<file path="src/rtl/tl_rx_cpl_pkg.sv">
// Shared definitions for the RX completion buffer write path: FSM states,
// completion header field positions and beat geometry.
package tl_rx_cpl_pkg;

    // Writer FSM states
    typedef enum logic [1:0] {
        ST_IDLE    = 2'd0,
        ST_DATA    = 2'd1,
        ST_DISCARD = 2'd2
    } state_t;

    // Completion header field positions (header left-aligned in the beat)
    localparam int FMT_DATA_BIT = 30;
    localparam int LENGTH_LSB   = 0;
    localparam int LENGTH_MSB   = 9;

    // DW carried by one data beat
    localparam int DATA_BEAT_DW = 8;

    // A length field of zero encodes the maximum payload
    localparam int ZERO_LEN_DW  = 1024;

endpackage

</file>
<file path="src/rtl/tl_rx_cpl_credit_calc.sv">
// Completion credit calculator. Latches the data-credit cost of a TLP when
// its header is accepted and presents the header/data credits for one cycle
// after the TLP commits. A header-only completion (sop = eop) commits in the
// same cycle its header arrives, so the fresh value bypasses the latch.
module tl_rx_cpl_credit_calc #(
    parameter int PAYLOAD_LENGTH    = 10,
    parameter int CPLD_CREDIT_WIDTH = 9
) (
    input  logic                         i_clk,
    input  logic                         i_rst,
    input  logic                         i_hdr_accept,
    input  logic                         i_has_data,
    input  logic [PAYLOAD_LENGTH-1:0]    i_length,
    input  logic                         i_commit,
    output logic                         o_credit_vld,
    output logic                         o_cplh_credits,
    output logic [CPLD_CREDIT_WIDTH-1:0] o_cpld_credits
);
    import tl_rx_cpl_pkg::*;

    localparam int LW = PAYLOAD_LENGTH + 1;

    logic [LW-1:0]                w_len_dw;
    logic [CPLD_CREDIT_WIDTH-1:0] w_hdr_credits;
    logic [CPLD_CREDIT_WIDTH-1:0] w_credits_now;
    logic [CPLD_CREDIT_WIDTH-1:0] r_cpld_latched;
    logic                         r_credit_vld;
    logic                         r_cplh;
    logic [CPLD_CREDIT_WIDTH-1:0] r_cpld;

    // Data credits are 4 DW each, rounded up; no-data completions cost none
    always_comb begin
        w_len_dw      = (i_length == '0) ? LW'(ZERO_LEN_DW) : {1'b0, i_length};
        w_hdr_credits = i_has_data ? CPLD_CREDIT_WIDTH'((w_len_dw + LW'(3)) >> 2) : '0;
        w_credits_now = i_hdr_accept ? w_hdr_credits : r_cpld_latched;
    end

    // Latch the cost at header time, publish it the cycle after commit
    always_ff @(posedge i_clk) begin
        if (i_rst) begin
            r_cpld_latched <= '0;
            r_credit_vld   <= 1'b0;
            r_cplh         <= 1'b0;
            r_cpld         <= '0;
        end else begin
            if (i_hdr_accept) begin
                r_cpld_latched <= w_hdr_credits;
            end
            r_credit_vld <= i_commit;
            r_cplh       <= i_commit;
            r_cpld       <= i_commit ? w_credits_now : '0;
        end
    end

    assign o_credit_vld   = r_credit_vld;
    assign o_cplh_credits = r_cplh;
    assign o_cpld_credits = r_cpld;

endmodule

</file>
<file path="src/rtl/tl_rx_cpl_write_handler.sv">
// Writer side of the RX completion buffers. Header goes to the header buffer
// on the sop beat, payload beats go to the data buffer, and each TLP is
// committed or rolled back one cycle after its last beat.
// Handshake: a beat transfers on a cycle where i_tlp_valid and o_tlp_ready
// are both high; ready never depends on valid.
// Optional feature macro: TL_RX_CPL_ECRC_DROP_EN (i_tlp_drop on the eop beat
// turns a commit into a rollback).
module tl_rx_cpl_write_handler #(
    parameter int PAYLOAD_LENGTH    = 10,
    parameter int DATA_BEAT_DW      = 8,
    parameter int HDR_WIDTH         = 128,
    parameter int VALID_DATA_WIDTH  = 5,
    parameter int CPLD_CREDIT_WIDTH = 9
) (
    input  logic                         i_clk,
    input  logic                         i_rst,
    input  logic                         i_tlp_valid,
    input  logic                         i_tlp_sop,
    input  logic                         i_tlp_eop,
    input  logic [32*DATA_BEAT_DW-1:0]   i_tlp_data,
    input  logic                         i_tlp_drop,
    output logic                         o_tlp_ready,
    input  logic                         i_hdr_full,
    output logic                         o_hdr_wr_en,
    output logic [HDR_WIDTH-1:0]         o_hdr_wr_data,
    input  logic                         i_data_full,
    output logic                         o_data_wr_en,
    output logic [32*DATA_BEAT_DW-1:0]   o_data_wr_data,
    output logic [VALID_DATA_WIDTH-1:0]  o_data_valid_dw,
    output logic                         o_commit,
    output logic                         o_rollback,
    output logic                         o_cpl_credit_vld,
    output logic                         o_cplh_credits,
    output logic [CPLD_CREDIT_WIDTH-1:0] o_cpld_credits,
    output logic                         o_malformed,
    output logic [1:0]                   o_dbg_state
);
    import tl_rx_cpl_pkg::*;

    localparam int RW = PAYLOAD_LENGTH + 1;

    state_t                    r_state, w_state_nxt;
    logic [RW-1:0]             r_rem, w_rem_nxt;
    logic                      r_commit, r_rollback, r_malformed;
    logic                      w_ready, w_accept, w_drop;
    logic                      w_hdr_wr_en, w_data_wr_en;
    logic                      w_finish, w_abort, w_malformed;
    logic                      w_commit_req, w_rollback_req;
    logic                      w_hdr_has_data;
    logic [PAYLOAD_LENGTH-1:0] w_hdr_len;
    logic [RW-1:0]             w_load_len;

`ifdef TL_RX_CPL_ECRC_DROP_EN
    assign w_drop = i_tlp_drop;
`else
    assign w_drop = 1'b0 & i_tlp_drop;
`endif

    assign w_hdr_has_data = i_tlp_data[FMT_DATA_BIT];
    assign w_hdr_len      = i_tlp_data[LENGTH_MSB:LENGTH_LSB];
    assign w_load_len     = (w_hdr_len == '0) ? RW'(ZERO_LEN_DW) : RW'(w_hdr_len);

    // Ready comes only from state and the buffer full flags
    always_comb begin
        case (r_state)
            ST_IDLE: w_ready = ~i_hdr_full;
            ST_DATA: w_ready = ~i_data_full;
            default: w_ready = 1'b1;
        endcase
    end
    assign w_accept = i_tlp_valid & w_ready;

    // Next state, remaining-DW count, write strobes and end-of-TLP outcome
    always_comb begin
        w_state_nxt  = r_state;
        w_rem_nxt    = r_rem;
        w_hdr_wr_en  = 1'b0;
        w_data_wr_en = 1'b0;
        w_finish     = 1'b0;
        w_abort      = 1'b0;
        w_malformed  = 1'b0;
        case (r_state)
            ST_IDLE: begin
                if (w_accept) begin
                    if (i_tlp_sop) begin
                        w_hdr_wr_en = 1'b1;
                        if (!w_hdr_has_data) begin
                            if (i_tlp_eop) begin
                                w_finish = 1'b1;
                            end else begin
                                w_malformed = 1'b1;
                                w_state_nxt = ST_DISCARD;
                            end
                        end else if (i_tlp_eop) begin
                            // Data promised but the TLP ended on its header
                            w_malformed = 1'b1;
                            w_abort     = 1'b1;
                        end else begin
                            w_rem_nxt   = w_load_len;
                            w_state_nxt = ST_DATA;
                        end
                    end else begin
                        w_malformed = 1'b1;
                    end
                end
            end
            ST_DATA: begin
                if (w_accept) begin
                    if (i_tlp_sop) begin
                        w_malformed = 1'b1;
                        if (i_tlp_eop) begin
                            w_abort     = 1'b1;
                            w_state_nxt = ST_IDLE;
                        end else begin
                            w_state_nxt = ST_DISCARD;
                        end
                    end else begin
                        w_data_wr_en = 1'b1;
                        if (r_rem <= RW'(DATA_BEAT_DW)) begin
                            w_rem_nxt = '0;
                            if (i_tlp_eop) begin
                                w_finish    = 1'b1;
                                w_state_nxt = ST_IDLE;
                            end else begin
                                w_malformed = 1'b1;
                                w_state_nxt = ST_DISCARD;
                            end
                        end else begin
                            w_rem_nxt = r_rem - RW'(DATA_BEAT_DW);
                            if (i_tlp_eop) begin
                                w_malformed = 1'b1;
                                w_abort     = 1'b1;
                                w_state_nxt = ST_IDLE;
                            end
                        end
                    end
                end
            end
            ST_DISCARD: begin
                if (w_accept && i_tlp_eop) begin
                    w_abort     = 1'b1;
                    w_state_nxt = ST_IDLE;
                end
            end
            default: w_state_nxt = ST_IDLE;
        endcase
    end

    assign w_commit_req   = w_finish & ~w_drop;
    assign w_rollback_req = w_abort | (w_finish & w_drop);

    // State, counter and the one-cycle outcome pulses
    always_ff @(posedge i_clk) begin
        if (i_rst) begin
            r_state     <= ST_IDLE;
            r_rem       <= '0;
            r_commit    <= 1'b0;
            r_rollback  <= 1'b0;
            r_malformed <= 1'b0;
        end else begin
            r_state     <= w_state_nxt;
            r_rem       <= w_rem_nxt;
            r_commit    <= w_commit_req;
            r_rollback  <= w_rollback_req;
            r_malformed <= w_malformed;
        end
    end

    tl_rx_cpl_credit_calc #(
        .PAYLOAD_LENGTH    (PAYLOAD_LENGTH),
        .CPLD_CREDIT_WIDTH (CPLD_CREDIT_WIDTH)
    ) u_credit_calc (
        .i_clk          (i_clk),
        .i_rst          (i_rst),
        .i_hdr_accept   (w_hdr_wr_en),
        .i_has_data     (w_hdr_has_data),
        .i_length       (w_hdr_len),
        .i_commit       (w_commit_req),
        .o_credit_vld   (o_cpl_credit_vld),
        .o_cplh_credits (o_cplh_credits),
        .o_cpld_credits (o_cpld_credits)
    );

    assign o_tlp_ready     = w_ready;
    assign o_hdr_wr_en     = w_hdr_wr_en;
    assign o_hdr_wr_data   = i_tlp_data[HDR_WIDTH-1:0];
    assign o_data_wr_en    = w_data_wr_en;
    assign o_data_wr_data  = i_tlp_data;
    assign o_data_valid_dw = (r_rem >= RW'(DATA_BEAT_DW)) ? VALID_DATA_WIDTH'(DATA_BEAT_DW)
                                                          : VALID_DATA_WIDTH'(r_rem);
    assign o_commit        = r_commit;
    assign o_rollback      = r_rollback;
    assign o_malformed     = r_malformed;
    assign o_dbg_state     = r_state;

endmodule
</file>
<file path="config.mk">
export PLATFORM = sky130hd
export DESIGN_NAME = tl_rx_cpl_write_handler
export DESIGN_NICKNAME = d
export VERILOG_FILES = /design/src/rtl/tl_rx_cpl_pkg.sv /design/src/rtl/tl_rx_cpl_credit_calc.sv /design/src/rtl/tl_rx_cpl_write_handler.sv
export SDC_FILE = /design/constraint.sdc
export NUM_CORES = 1
export LEC_CHECK = 0
export ABC_AREA = 1
export CAP_MARGIN = 25
export CORE_AREA = 2 2 264 266
export DETAILED_ROUTE_END_ITERATION = 16
export DIE_AREA = 0 0 266 268
export SETUP_SLACK_MARGIN = 0.4
export SLEW_MARGIN = 20
export SYNTH_ARGS = -nofsm -noshare
export SYNTH_HDL_FRONTEND = slang
export SYNTH_HIERARCHICAL = 1
export SYNTH_SLANG_ARGS = --single-unit
</file>
<file path="constraint.sdc">
create_clock -name i_clk -period 2.85 [get_ports i_clk]
set_input_delay 0.855 -clock i_clk [delete_from_list [all_inputs] [get_ports i_clk]]
set_output_delay 0.855 -clock i_clk [all_outputs]
set_load 0.005 [all_outputs]
</file>
==> results_dict.tcl <==
set metrics [dict create \
    p_sw_share_pct 29.1 \
    crit_fanout 3 \
    end_kind "primary output" \
    htreeDepth 2 \
    clockPowerShare_pct 40.8 \
    setup_viol 0 \
    cts_sinks 35 \
    syn-cell-area_um2 4900 \
    finalHoldViolations 0 \
    p_int_mw 1.26 \
    drive_gt1_share_pct 32.3 \
    clk_latency_ps 280 \
    drtIter0Drc 104 \
    clkTransAtPathRegs_ps 60 \
    p_leak_nw 1.59 \
    grt_pass1_wl_mm 25.6 \
    overflow 0 \
    p_switching_mw 0.518 \
    fin_nets 684 \
    worst_slew_pin_slew_ps 445 \
    synth_edf_count 0 \
    status "completed" \
    comb_power_share_pct 29.7 \
    die_h_um 268 \
    antenna_found_initial 1 \
    ctsLongestPathBuffers 2 \
    seq_power_share_pct 29.4 \
    drc 0 \
    antennaDiodeCount 0 \
    peakVddDrop_mv 0.185 \
    track_usage_pct 5.42 \
    maxSlewViolCount 0 \
    die_w_um 266 \
    synth_area_leaders "buf_4 (59%), dfxtp_1 (14%), nand2_1 (4.4%), nor2_1 (4.4%), inv_1 (2.8%)" \
    worst_clock_skew_ps 3.56 \
    p_per_area_nw_per_um2 405 \
    syn_area_per_cell_um2 7.17 \
    ys_warn_count 6 \
    dr_total_vias 2859 \
    drv_cap 0 \
    cts_buffers 5 \
    wl_mm 20.4 \
    coreArea_um2 68200 \
    synth_seq_area_share_pct 14.3 \
    fin_crit_sh_pct 86.7 \
    syn_to_final_growth_pct -10.2 \
    ys_seq_elements 35 \
    synth_top_cell_by_area "buf_4" \
    port_buffers 63 \
    synthFlopType "dfxtp_1" \
    crit_path_start_kind "register" \
    yosysUniqueCellTypes 32 \
    grt_pass1_vias 2837 \
    cts_root_buf "clkbuf_16" \
    hpwl_mm 17.6 \
    async_flop_share_pct 0 \
    placementRows 96 \
    hold_ws_ps 473 \
    wl_per_cell_um 15.7 \
    hold_class "reg -> reg" \
    grt_max_degree 19 \
    path_class "reg -> out" \
    dieArea_um2 71300 \
    critical_path_arrival_ps 1620 \
    pin_count 672 \
    fmax_ghz 0.405 \
    netlist_instances 683 \
    initial_utilization_pct 7.18 \
    period_needed_ps 2470 \
    gp_congestion 0.764 \
    drtPass1Iterations 4 \
    slew_headroom_pct 70.3 \
    cts_tree "built" \
    synth_top_cell_area_share_pct 59.3 \
    rsz0062_at_grt "yes" \
    postRouteAntennaNets 0 \
    cp.required_ps 2000 \
    fin_tns_setup_ps 0 \
    via_per_inst 2.20 \
    syn-num-nets 953 \
]
==> cells by family (layout without fill, tap and decap cells) <==
family / count (synthesis) / after routing / synth area share [%]
buf+inv: 433 / 165 / 63.4
flops: 35 / 35 / 14.3
simple gates: 159 / 159 / 14.5
fa+ha+maj: 6 / 6 / 1.53
xor+xnor: 4 / 4 / 0.715
compound gates: 46 / 46 / 5.57
==> synth_stat cells (6+ instances only) <==
cell       n
buf_4    387
dfxtp_1   35
o21ai_0   11
nand3_1   20
inv_1     37
nor2_2     6
a21oi_1   22
nand2_1   58
o21ai_2    7
ha_1       6
nor2_1    58
==> power groups by stage <==
stage | Combinational (mW) | Clock [mW] | Sequential [mW]
after detailed placement | 0.457 | 0 | 0.533
final | 0.529 | 0.727 | 0.524
after CTS | 0.509 | 0.747 | 0.523
after floorplan | 0.642 | 0 | 0.532
after global routing | 0.592 | 0.766 | 0.526
after global placement | 0.455 | 0 | 0.533
==> what timing repair did <==
action / CTS / global route
hold buffers: 0 / 0
resized for setup: 99 / 29
gates cloned: 0 / 0
endpoints found under the setup margin: 30 / 24
buffers inserted: 9 / 3
pin swaps: 4 / 4
==> per-layer routing <==
layer	global-route usage, %	wire (um)	up-vias
met3	4.77	4120	158
met2	7.23	7830	387
met5	1.28	101	-
li1	-	-	1177
met1	4.49	5960	1135
met4	6.06	2410	2
==> cells in the final DEF, fill, tap and decap left out, types with 12 or more instances in the layout <==
cell,netlist,routed
a21oi_1,22,19
buf_4,387,43
clkdlybuf4s50_1,0,22
dfxtp_1,35,33
dlygate4sd2_1,0,15
inv_1,37,33
nand2_1,58,55
nand3_1,20,20
nor2_1,58,47
nor2_2,6,12
==> critical path, cell delays in order (launching register included) <==
cell and delay (ps):
dfxtp_2 320, inv_2 70, ha_4 150, nand2_4 60, nor2_4 100, nand2_2 60, a21oi_2 140, inv_2 70
buf_6 140, nor2_4 100, buf_12 120
==> flip-flops by register name, summed over array words and instances (netlist names) <==
name / cells
o_dbg_state: 2
r_rem: 11
o_rollback: 1
u_credit_calc/r_cpld_latched: 9
o_commit: 1
o_malformed: 1
u_credit_calc/o_cpld_credits: 9
u_credit_calc/o_cplh_credits: 1
==> path summary, 6_finish.rpt <==
kind | start | cells past startpoint | end | slack (ps)
worst max register to register | r_rem[3] | 18 | u_credit_calc/o_cpld_credits[0] | 570
worst min register to register | u_credit_calc/r_cpld_latched[8] | 2 | u_credit_calc/r_cpld_latched[8] | 470
worst min-delay path | u_credit_calc/r_cpld_latched[8] | 2 | u_credit_calc/r_cpld_latched[8] | 470
worst max-delay path | r_rem[3] | 10 | o_data_valid_dw[0] | 380
==> stage by stage <==
step	worst slack [ps]	power [mW]	std cells	util (%)	area, um^2
6_report	379	1.78	1297	6.45	4400
5_1_grt	273	1.88	1297	6.45	4400
3_5_place_dp	-433	0.990	1277	5.90	4030
3_3_place_gp	-442	0.988	1277	5.90	4030
2_1_floorplan	672	1.17	683	-	4900
4_1_cts	259	1.78	1294	6.36	4340
==> final cells by class <==
cell class | instances | area, um^2
Tap cell | 882 | 1100
Clock inverter | 3 | 67.6
Inverter | 44 | 168
Clock buffer | 5 | 125
Sequential cell | 35 | 703
Multi-Input combinational cell | 215 | 1200
Fill cell | 8064 | 63800
Timing Repair Buffer | 113 | 1030
(Power assumes the default switching activity.)
